## config.mk

```make
export PLATFORM = sky130hd
export DESIGN_NAME = button_conditioner_flat
export DESIGN_NICKNAME = d
export VERILOG_FILES = /design/src/rtl/button_pkg.sv /design/src/rtl/button_conditioner_if.sv /design/src/rtl/button_channel.sv /design/src/rtl/button_conditioner.sv /design/src/flat_wrapper.sv
export SDC_FILE = /design/constraint.sdc
export NUM_CORES = 1
export LEC_CHECK = 0
export ABC_CLOCK_PERIOD_IN_PS = 3400
export CORE_MARGIN = 4
export CORE_UTILIZATION = 61
export DETAILED_ROUTE_END_ITERATION = 8
export PLACE_DENSITY = 0.88
export SYNTH_ARGS = -nofsm -noshare
export SYNTH_HDL_FRONTEND = slang
export SYNTH_SLANG_ARGS = --single-unit
```

## constraint.sdc

```tcl
create_clock -name clk -period 3.4 [get_ports clk]
set_clock_uncertainty 0.05 [all_clocks]
set_input_delay 0.51 -clock clk [delete_from_list [all_inputs] [get_ports clk]]
set_output_delay 0.51 -clock clk [all_outputs]
set_load 0.02 [all_outputs]
```

## src/rtl/button_pkg.sv

```systemverilog
// Shared definitions for the push-button conditioner: channel FSM states,
// input polarity constants and a constant-width helper.
package button_pkg;

   typedef enum logic [1:0] {
      ST_IDLE    = 2'd0,
      ST_PRESSED = 2'd1,
      ST_HELD    = 2'd2
   } btn_state_e;

   localparam bit POL_ACTIVE_HIGH = 1'b0;
   localparam bit POL_ACTIVE_LOW  = 1'b1;

   function automatic int unsigned clog2(input int unsigned value);
      int unsigned width;
      width = 32'd0;
      while ((64'd1 << width) < 64'(value)) begin
         width = width + 32'd1;
      end
      return width;
   endfunction

   function automatic int unsigned clog2_min1(input int unsigned value);
      return (clog2(value) < 32'd1) ? 32'd1 : clog2(value);
   endfunction

endpackage

```

## src/rtl/button_conditioner_if.sv

```systemverilog
// Raw button inputs and conditioned per-channel level/event outputs.
interface button_conditioner_if #(
   parameter int unsigned N = 1
);
   logic [N-1:0] switchin;
   logic [N-1:0] switchout;
   logic [N-1:0] press;
   logic [N-1:0] release_pulse;
   logic [N-1:0] long_press;
   logic [N-1:0] repeat_pulse;

   modport master (
      output switchin,
      input  switchout, press, release_pulse, long_press, repeat_pulse
   );

   modport slave (
      input  switchin,
      output switchout, press, release_pulse, long_press, repeat_pulse
   );
endinterface

```

## src/rtl/button_channel.sv

```systemverilog
// One button channel: 2-flop synchroniser, symmetric debounce filter and
// press/held FSM producing single-cycle press, release, long and repeat events.
module button_channel
   import button_pkg::*;
#(
   parameter int unsigned STABLE_TICKS = 20,
   parameter int unsigned LONG_TICKS   = 2000,
   parameter int unsigned REPEAT_TICKS = 200,
   parameter bit          ACTIVE_LOW   = POL_ACTIVE_HIGH
) (
   input  logic clk,
   input  logic sysclr_n,
   input  logic sample,
   input  logic switchin,
   output logic switchout,
   output logic press,
   output logic release_pulse,
   output logic long_press,
   output logic repeat_pulse
);

   localparam int unsigned SW = clog2(STABLE_TICKS + 32'd1);
   localparam int unsigned HW = clog2(LONG_TICKS + 32'd1);
   localparam int unsigned RW = clog2_min1(REPEAT_TICKS + 32'd1);
   localparam logic [SW-1:0] STAB_LAST = SW'(STABLE_TICKS - 32'd1);
   localparam logic [HW-1:0] HOLD_LAST = HW'(LONG_TICKS - 32'd1);
   localparam logic [RW-1:0] REP_LAST  = RW'(REPEAT_TICKS - 32'd1);
   localparam bit            REP_EN    = (REPEAT_TICKS != 32'd0);

   logic          sync1_r;
   logic          sync2_r;
   logic          switchout_r;
   logic [SW-1:0] stab_cnt_r;
   logic [HW-1:0] hold_cnt_r;
   logic [RW-1:0] rep_cnt_r;
   btn_state_e    state_r;
   logic          press_r;
   logic          release_r;
   logic          long_r;
   logic          repeat_r;

   logic          level_s;
   logic          differs_s;
   logic          toggle_s;
   logic          rise_s;
   logic          fall_s;
   logic [HW-1:0] hold_next_s;

   // Normalised level and the debounce decision for this clock.
   always_comb begin
      level_s     = sync2_r ^ ACTIVE_LOW;
      differs_s   = level_s ^ switchout_r;
      toggle_s    = sample & differs_s & (stab_cnt_r == STAB_LAST);
      rise_s      = toggle_s & ~switchout_r;
      fall_s      = toggle_s & switchout_r;
      hold_next_s = hold_cnt_r + HW'(1'b1);
   end

   // Two-flop synchroniser, reset to the released pad level.
   always_ff @(posedge clk or negedge sysclr_n) begin
      if (!sysclr_n) begin
         sync1_r <= ACTIVE_LOW;
         sync2_r <= ACTIVE_LOW;
      end else begin
         sync1_r <= switchin;
         sync2_r <= sync1_r;
      end
   end

   // Debounce filter: a run of differing samples flips the level, any agreeing sample restarts it.
   always_ff @(posedge clk or negedge sysclr_n) begin
      if (!sysclr_n) begin
         switchout_r <= 1'b0;
         stab_cnt_r  <= {SW{1'b0}};
      end else if (toggle_s) begin
         switchout_r <= ~switchout_r;
         stab_cnt_r  <= {SW{1'b0}};
      end else if (sample) begin
         if (differs_s) begin
            stab_cnt_r <= stab_cnt_r + SW'(1'b1);
         end else begin
            stab_cnt_r <= {SW{1'b0}};
         end
      end
   end

   // Press/held FSM; a falling level always takes priority over long/repeat.
   // long_press lands LONG_TICKS-1 samples after press, repeats every REPEAT_TICKS samples.
   always_ff @(posedge clk or negedge sysclr_n) begin
      if (!sysclr_n) begin
         state_r    <= ST_IDLE;
         hold_cnt_r <= {HW{1'b0}};
         rep_cnt_r  <= {RW{1'b0}};
         press_r    <= 1'b0;
         release_r  <= 1'b0;
         long_r     <= 1'b0;
         repeat_r   <= 1'b0;
      end else begin
         press_r   <= 1'b0;
         release_r <= 1'b0;
         long_r    <= 1'b0;
         repeat_r  <= 1'b0;
         case (state_r)
            ST_IDLE: begin
               if (rise_s) begin
                  press_r    <= 1'b1;
                  hold_cnt_r <= {HW{1'b0}};
                  rep_cnt_r  <= {RW{1'b0}};
                  state_r    <= ST_PRESSED;
               end
            end
            ST_PRESSED: begin
               if (fall_s) begin
                  release_r  <= 1'b1;
                  hold_cnt_r <= {HW{1'b0}};
                  rep_cnt_r  <= {RW{1'b0}};
                  state_r    <= ST_IDLE;
               end else if (sample) begin
                  hold_cnt_r <= hold_next_s;
                  if (hold_next_s == HOLD_LAST) begin
                     long_r    <= 1'b1;
                     rep_cnt_r <= {RW{1'b0}};
                     state_r   <= ST_HELD;
                  end
               end
            end
            ST_HELD: begin
               if (fall_s) begin
                  release_r  <= 1'b1;
                  hold_cnt_r <= {HW{1'b0}};
                  rep_cnt_r  <= {RW{1'b0}};
                  state_r    <= ST_IDLE;
               end else if (sample && REP_EN) begin
                  if (rep_cnt_r == REP_LAST) begin
                     repeat_r  <= 1'b1;
                     rep_cnt_r <= {RW{1'b0}};
                  end else begin
                     rep_cnt_r <= rep_cnt_r + RW'(1'b1);
                  end
               end
            end
            default: begin
               state_r    <= ST_IDLE;
               hold_cnt_r <= {HW{1'b0}};
               rep_cnt_r  <= {RW{1'b0}};
            end
         endcase
      end
   end

   assign switchout     = switchout_r;
   assign press         = press_r;
   assign release_pulse = release_r;
   assign long_press    = long_r;
   assign repeat_pulse  = repeat_r;

endmodule

```

## src/rtl/button_conditioner.sv

```systemverilog
// N-channel push-button conditioner: shared sample prescaler feeding
// independent debounce/event channels.
module button_conditioner
   import button_pkg::*;
#(
   parameter int unsigned N            = 1,
   parameter int unsigned CLK_FREQ_HZ  = 50_000_000,
   parameter int unsigned SAMPLE_HZ    = 2000,
   parameter int unsigned STABLE_TICKS = 20,
   parameter int unsigned LONG_TICKS   = 2000,
   parameter int unsigned REPEAT_TICKS = 200,
   parameter bit          ACTIVE_LOW   = POL_ACTIVE_HIGH
) (
   input logic                 clk,
   input logic                 sysclr_n,
   button_conditioner_if.slave bus
);

   localparam int unsigned DIV = CLK_FREQ_HZ / SAMPLE_HZ;
   localparam int unsigned PW  = clog2_min1(DIV);
   localparam logic [PW-1:0] DIV_LAST = PW'(DIV - 32'd1);

   if (DIV < 32'd2) begin : g_bad_div
      $error("button_conditioner: CLK_FREQ_HZ/SAMPLE_HZ must be at least 2");
   end
   if (STABLE_TICKS < 32'd1) begin : g_bad_stable
      $error("button_conditioner: STABLE_TICKS must be at least 1");
   end
   if (LONG_TICKS <= STABLE_TICKS) begin : g_bad_long
      $error("button_conditioner: LONG_TICKS must exceed STABLE_TICKS");
   end

   logic [PW-1:0] count_r;
   logic          sample_s;
   logic [N-1:0]  switchout_s;
   logic [N-1:0]  press_s;
   logic [N-1:0]  release_s;
   logic [N-1:0]  long_s;
   logic [N-1:0]  repeat_s;

   // Free-running sample prescaler shared by all channels.
   always_ff @(posedge clk or negedge sysclr_n) begin
      if (!sysclr_n) begin
         count_r <= {PW{1'b0}};
      end else if (count_r == DIV_LAST) begin
         count_r <= {PW{1'b0}};
      end else begin
         count_r <= count_r + PW'(1'b1);
      end
   end

   assign sample_s = (count_r == DIV_LAST);

   for (genvar i = 0; i < N; i++) begin : g_ch
      button_channel #(
         .STABLE_TICKS (STABLE_TICKS),
         .LONG_TICKS   (LONG_TICKS),
         .REPEAT_TICKS (REPEAT_TICKS),
         .ACTIVE_LOW   (ACTIVE_LOW)
      ) u_channel (
         .clk           (clk),
         .sysclr_n      (sysclr_n),
         .sample        (sample_s),
         .switchin      (bus.switchin[i]),
         .switchout     (switchout_s[i]),
         .press         (press_s[i]),
         .release_pulse (release_s[i]),
         .long_press    (long_s[i]),
         .repeat_pulse  (repeat_s[i])
      );
   end

   assign bus.switchout     = switchout_s;
   assign bus.press         = press_s;
   assign bus.release_pulse = release_s;
   assign bus.long_press    = long_s;
   assign bus.repeat_pulse  = repeat_s;

endmodule
```

## src/flat_wrapper.sv

```systemverilog
// flat-port wrapper written by rule: the top's interface ports become plain ports
module button_conditioner_flat import button_pkg::*;
#(
   parameter int unsigned N            = 1,
   parameter int unsigned CLK_FREQ_HZ  = 50_000_000,
   parameter int unsigned SAMPLE_HZ    = 2000,
   parameter int unsigned STABLE_TICKS = 20,
   parameter int unsigned LONG_TICKS   = 2000,
   parameter int unsigned REPEAT_TICKS = 200,
   parameter bit          ACTIVE_LOW   = POL_ACTIVE_HIGH
)
  (clk, sysclr_n, bus_switchin, bus_switchout, bus_press, bus_release_pulse, bus_long_press, bus_repeat_pulse);
  button_conditioner_if #(.N(N)) bus_i ();
  input logic clk;
  input logic sysclr_n;
  input wire logic [$bits(bus_i.switchin)-1:0] bus_switchin;
  output wire logic [$bits(bus_i.switchout)-1:0] bus_switchout;
  output wire logic [$bits(bus_i.press)-1:0] bus_press;
  output wire logic [$bits(bus_i.release_pulse)-1:0] bus_release_pulse;
  output wire logic [$bits(bus_i.long_press)-1:0] bus_long_press;
  output wire logic [$bits(bus_i.repeat_pulse)-1:0] bus_repeat_pulse;
  assign bus_i.switchin = bus_switchin;
  assign bus_switchout = bus_i.switchout;
  assign bus_press = bus_i.press;
  assign bus_release_pulse = bus_i.release_pulse;
  assign bus_long_press = bus_i.long_press;
  assign bus_repeat_pulse = bus_i.repeat_pulse;
  button_conditioner #(.N(N), .CLK_FREQ_HZ(CLK_FREQ_HZ), .SAMPLE_HZ(SAMPLE_HZ), .STABLE_TICKS(STABLE_TICKS), .LONG_TICKS(LONG_TICKS), .REPEAT_TICKS(REPEAT_TICKS), .ACTIVE_LOW(ACTIVE_LOW)) u_core (.clk(clk), .sysclr_n(sysclr_n), .bus(bus_i));
endmodule
```

==> metrics.csv, run 1 <==
metric,value,unit
fillers,317,
place_hpwl,3410,microns
wl_per_cell,15.1,microns
vias_per_cell,6.16,
final_cells,329,
cts-root-buf,clkbuf_8,
synthCells,268,
hold_viol_final,0,
worstHoldPathCells,0,
slew_violations,0,
ys_seq_area_share,46.8,%
synthXorXnorAreaFrac,4.78,%
cts_buffer_depth,2,
outcome,"finished, final reports clean",
synth_compound_area_share,17.2,%
muxShareOfSynthArea,0.877,%
hp-start,u_core.g_ch[0].u_channel.sync1_r,
ff2ff_setup_slack,0.34,ns
port_buffers,7,
reg2reg_to,u_core.g_ch[0].u_channel.hold_cnt_r[6],
start_util,63.7,%
setup_viol,0,
area_growth_syn_to_layout,8.72,%
die-area,5310,sq um
slew_headroom,31.2,%
design_area,2790,sq um
cpLargestDelayFamily,simple AND/OR/NAND/NOR gates,
startpoint_type,flip-flop,
synthSimpleGateAreaFrac,22.8,%
cts_buffers,5,
regArea,1200,sq um
max_stage_delay,0.69,ns
worst_slack,0.342,ns
drive_above_1_share,8.24,%
worstSetupPathType,reg2reg,
fin_crit_sh,89.9,%
reg2reg_from,u_core.count_r[4],
yosysWarnings,0,
drtIter0Drc,251,
maxClockFrequency,327,MHz
whs,0.310,ns
fin_crit,3.06,ns
synthDistinctLibCells,48,
worstPathCellList,or4b_1 -> or4_1 -> nor3_1 -> nor3_1 -> or2_0 -> o41ai_2,
nets,289,
placementRows,23,
synth_top_family_by_area,simple AND/OR/NAND/NOR gates,
hp-class,reg2reg,
min_to,u_core.g_ch[0].u_channel.level_s,
postCtsSetupBuffers,0,
multi_input_area,1270,sq um
synth_ff_type,dfrtp_1,
grt_first_pass_wirelength,8760,microns
leakage,1.17,nW
dp_cells,321,
cts_tree,built,
die_w,72.9,microns
ys_ff_latch,48,
synth-edff-count,0,
clk_latency,0.30,ns
fp.dieH,72.9,microns
powerDensity,355,nW/um^2
cts_resized,0,
dr_total_vias,2028,
ios,8,
syn_nets,279,
syn_area,2570,sq um
numClockSinks,48,
worst_pin_slew,1.03,ns
diodes,0,
place.gp.congestion,0.894,
route.detailed.drc,0,
pre_cts_ws,0.388,ns
async_flop_share,100,%
crit_top_cell,nor3_1,
synth_area_per_cell,9.58,sq um
reg2reg_depth,6,
utilization,69.3,%
irDropWorstVdd,0.275,mV
grt_usage,21.0,%
antenna_found_initial,0,
core,4030,sq um
cp-end-kind,flip-flop,
ctsHoldBuffers,0,
finalPower,991,uW
tns,0,ns
cp_slowest_cell,or4_1,
grt_start_max_net_pins,49,
crit_buf_inv,0,
routed_wl,4960,microns
cts_max_level,2,
grt-ovfl-total,0,
worstPathRequired,3.55,ns
drv_cap,0,
first_global_vias,1901,
rsz0062_at_grt,no,
cts.reportedPaths.clkPinSlew,0.09,ns
cp.arrival,3.21,ns
drtPass1Iterations,4,
ant_nets,0,
synth_fa_ha_area_share,3.90,%
place_area,2680,sq um
worstPathMaxFanout,10,
==> Yosys cell counts, types with 3 or more instances <==
cell / number / area share (%)
ha_1: 8 / 3.9
o22ai_1: 4 / 0.97
and3_1: 7 / 1.7
clkbuf_1: 3 / 0.44
nor2_1: 24 / 3.5
xnor2_1: 5 / 1.7
and2_1: 4 / 0.97
xor2_1: 9 / 3.1
buf_2: 3 / 0.58
o21ai_0: 29 / 5.7
inv_1: 11 / 1.6
or3_1: 6 / 1.5
nand3_1: 18 / 3.5
nand2_1: 17 / 2.5
nor3_1: 6 / 1.2
nand2b_1: 3 / 0.73
dfrtp_1: 48 / 47
a21oi_1: 5 / 0.97
o31ai_1: 16 / 4.7
nor2b_1: 7 / 1.7
==> placed cells by master, fill, tap and decap left out, types with 7 or more instances in the layout <==
master	instances
and3_1	7
dfrtp_1	48
ha_1	8
inv_1	11
nand2_1	17
nand3_1	18
nor2_1	24
nor2b_1	7
o21ai_0	29
o31ai_1	16
xor2_1	9
==> cell type report <==
class / count / area share (%)
Inverter: 11 / 1.48
Sequential cell: 48 / 43.0
Clock inverter: 3 / 1.52
Tap cell: 50 / 2.24
Clock buffer: 5 / 2.47
Timing Repair Buffer: 12 / 3.68
Multi-Input combinational cell: 200 / 45.6
==> registers in the layout (all words and copies together) (netlist names), 2 cells and up <==
register / flops
u_core.g_ch.u_channel.stab_cnt_r: 5
u_core.g_ch.u_channel.rep_cnt_r: 8
u_core.g_ch.u_channel.hold_cnt_r: 11
u_core.count_r: 15
u_core.g_ch.u_channel.state_r: 2
==> cell families after synthesis <==
family,Yosys count
AND/OR/NAND/NOR,110
AO/OA/AOI/OAI,66
flip-flops,48
buffers and inverters,20
XOR/XNOR,14
adder cells (fa/ha/maj),8
multiplexers,2
==> layer usage <==
layer | track usage (%) | wire (microns) | vias up
li1 | - | - | 992
met1 | 28.5 | 2270 | 976
met2 | 34.4 | 2420 | 54
met3 | 4.13 | 194 | 6
met4 | 5.94 | 65 | 0
met5 | 0 | 0 | -
==> power breakdown <==
group	total, mW	leakage (nW)	switching, mW	internal [mW]
Clock	0.406	0.0541	0.188	0.218
Combinational	0.0127	0.459	0.0108	0.00196
Sequential	0.572	0.652	0.000802	0.571
Total	0.991	1.17	0.200	0.791
==> worst max-delay path by stage <==
stage                                              end  slack (ns)  cells past startpoint               from
4_1_cts         u_core.g_ch[0].u_channel.hold_cnt_r[6]        0.35                      6  u_core.count_r[4]
5_1_grt        u_core.g_ch[0].u_channel.hold_cnt_r[10]        0.13                      6  u_core.count_r[4]
3_5_place_dp     u_core.g_ch[0].u_channel.rep_cnt_r[6]        0.39                      6  u_core.count_r[4]
2_1_floorplan   u_core.g_ch[0].u_channel.hold_cnt_r[6]        0.75                      8  u_core.count_r[4]
3_3_place_gp    u_core.g_ch[0].u_channel.hold_cnt_r[2]        0.49                      6  u_core.count_r[4]
6_report        u_core.g_ch[0].u_channel.hold_cnt_r[6]        0.34                      6  u_core.count_r[4]
(Power assumes the default switching activity.)
==> inputs of run 2 (changes only) <==
Settings changed: MAX_ROUTING_LAYER set to met4.
==> run 2 against run 1 <==
Effect of this change:
- cell count stayed put
- sequential power about the same
- clock power grew 6.2%
- first-iteration DRC count fell by 66%
- maximum frequency is 0.24% lower
- routed wire length fell by 1.8%
- non-clock buffer count did not move
- combinational power hardly changed
- clock-buffer cell count rose by 1
- critical path type unchanged
- largest cell class unchanged
- highest routed layer unchanged
==> metrics.csv, run 2 (synthesis results as in run 1) <==
metric,value,unit
outcome,"finished, final reports clean",
diodes,0,
cts_buffer_depth,2,
die_w,72.9,microns
clk_latency,0.30,ns
ios,8,
drive_above_1_share,8.24,%
numClockSinks,48,
worstSetupPathType,reg2reg,
hp-class,reg2reg,
dp_cells,321,
antenna_found_initial,0,
tns,0,ns
cp-end-kind,flip-flop,
cp.arrival,3.22,ns
dr_total_vias,2004,
grt-ovfl-total,0,
grt_start_max_net_pins,49,
cts.reportedPaths.clkPinSlew,0.09,ns
reg_top3,"u_core.count_r x15, u_core.g_ch.u_channel.hold_cnt_r x11, u_core.g_ch.u_channel.rep_cnt_r x8",
ctsHoldBuffers,0,
cts_max_level,2,
max_stage_delay,0.69,ns
place_hpwl,3410,microns
cp_slowest_cell,or4_1,
cts_resized,0,
wl_per_cell,14.8,microns
reg2reg_from,u_core.count_r[4],
worstPathCellList,or4b_1 -> or4_1 -> o21ai_4 -> a21oi_1 -> or3_1 -> o31ai_1,
slew_headroom,30.5,%
port_buffers,7,
crit_start,u_core.count_r[4],
route.detailed.drc,0,
leakage,1.17,nW
final_cell_mix,"dfrtp_1, o21ai_0, nor2_1, nand3_1, nand2_1",
grt_usage,21.6,%
cts-root-buf,clkbuf_8,
cts_tree,built,
core,4030,sq um
drv_cap,0,
fin_crit,3.06,ns
drtIter0Drc,86,
whs,0.309,ns
powerDensity,363,nW/um^2
hp-start,u_core.g_ch[0].u_channel.sync1_r,
routed_wl,4870,microns
worstPathRequired,3.56,ns
startpoint_type,flip-flop,
layout_commonest_cell,dfrtp_1,
cts_buffers,5,
placementRows,23,
final_cells,329,
ant_nets,0,
top_register,u_core.count_r,
setup_viol,0,
die-area,5310,sq um
grt_first_pass_wirelength,8730,microns
drtPass1Iterations,4,
postCtsSetupBuffers,0,
design_area,2800,sq um
nets,289,
place_area,2680,sq um
rsz0062_at_grt,no,
fin_crit_sh,90.1,%
start_util,63.7,%
area_growth_syn_to_layout,9.11,%
worstPathMaxFanout,11,
finalPower,1.02,mW
hold_viol_final,0,
vias_per_cell,6.09,
largest_reg_flops,15,
irDropWorstVdd,0.284,mV
first_global_vias,1943,
worst_pin_slew,1.04,ns
maxClockFrequency,326,MHz
place.gp.congestion,0.891,
fp.dieH,72.9,microns
slew_violations,0,
-- run 2: final timing paths --
path / to / slack, ns / depth (start not counted)
max reg2reg: u_core.g_ch[0].u_channel.rep_cnt_r[5] / 0.34 / 6
max in group asynchronous: u_core.count_r[11] / 2.32 / 1
min in group asynchronous: u_core.count_r[13] / 0.34 / 1
min reg2reg: u_core.g_ch[0].u_channel.level_s / 0.31 / 0
min: u_core.g_ch[0].u_channel.level_s / 0.31 / 0
max: u_core.g_ch[0].u_channel.rep_cnt_r[5] / 0.34 / 6
-- run 2: report_power, final --
group / internal [mW] / switching [mW]
clock network: 0.241 / 0.191
registers: 0.571 / 0.000708
logic: 0.00196 / 0.0108
total: 0.814 / 0.202
-- run 2: per-layer routing --
metal	track usage [%]	share of wire (%)	wire (microns)
met5	-	0	0
met4	7.38	1.3	65
met3	4.27	3.3	161
met2	32.9	48	2320
met1	29.0	48	2320
-- run 2: cell type report --
class                           instances  area [sq um]
Sequential cell                        48          1200
Timing Repair Buffer                   12           103
Clock inverter                          2          38.8
Tap cell                               50          62.6
Multi-Input combinational cell        200          1270
Clock buffer                            6          82.6
Fill cell                             320          1230
Inverter                               11          41.3
-- run 2: stage by stage --
stage | setup slack [ns] | util (%)
finish | 0.335 | 69.5
detailed placement | 0.325 | 66.5
CTS | 0.335 | 69.5
floorplan | 0.750 | -
global route | 0.128 | 69.5
global placement | 0.434 | 66.5
-- run 2: worst max-delay path, delay by kind of cell (launching register included) --
kind / cells / cell delay, ns
DFF: 1 / 0.42
and+or+nand+nor: 3 / 1.76
AOI/OAI and AO/OA: 3 / 0.72
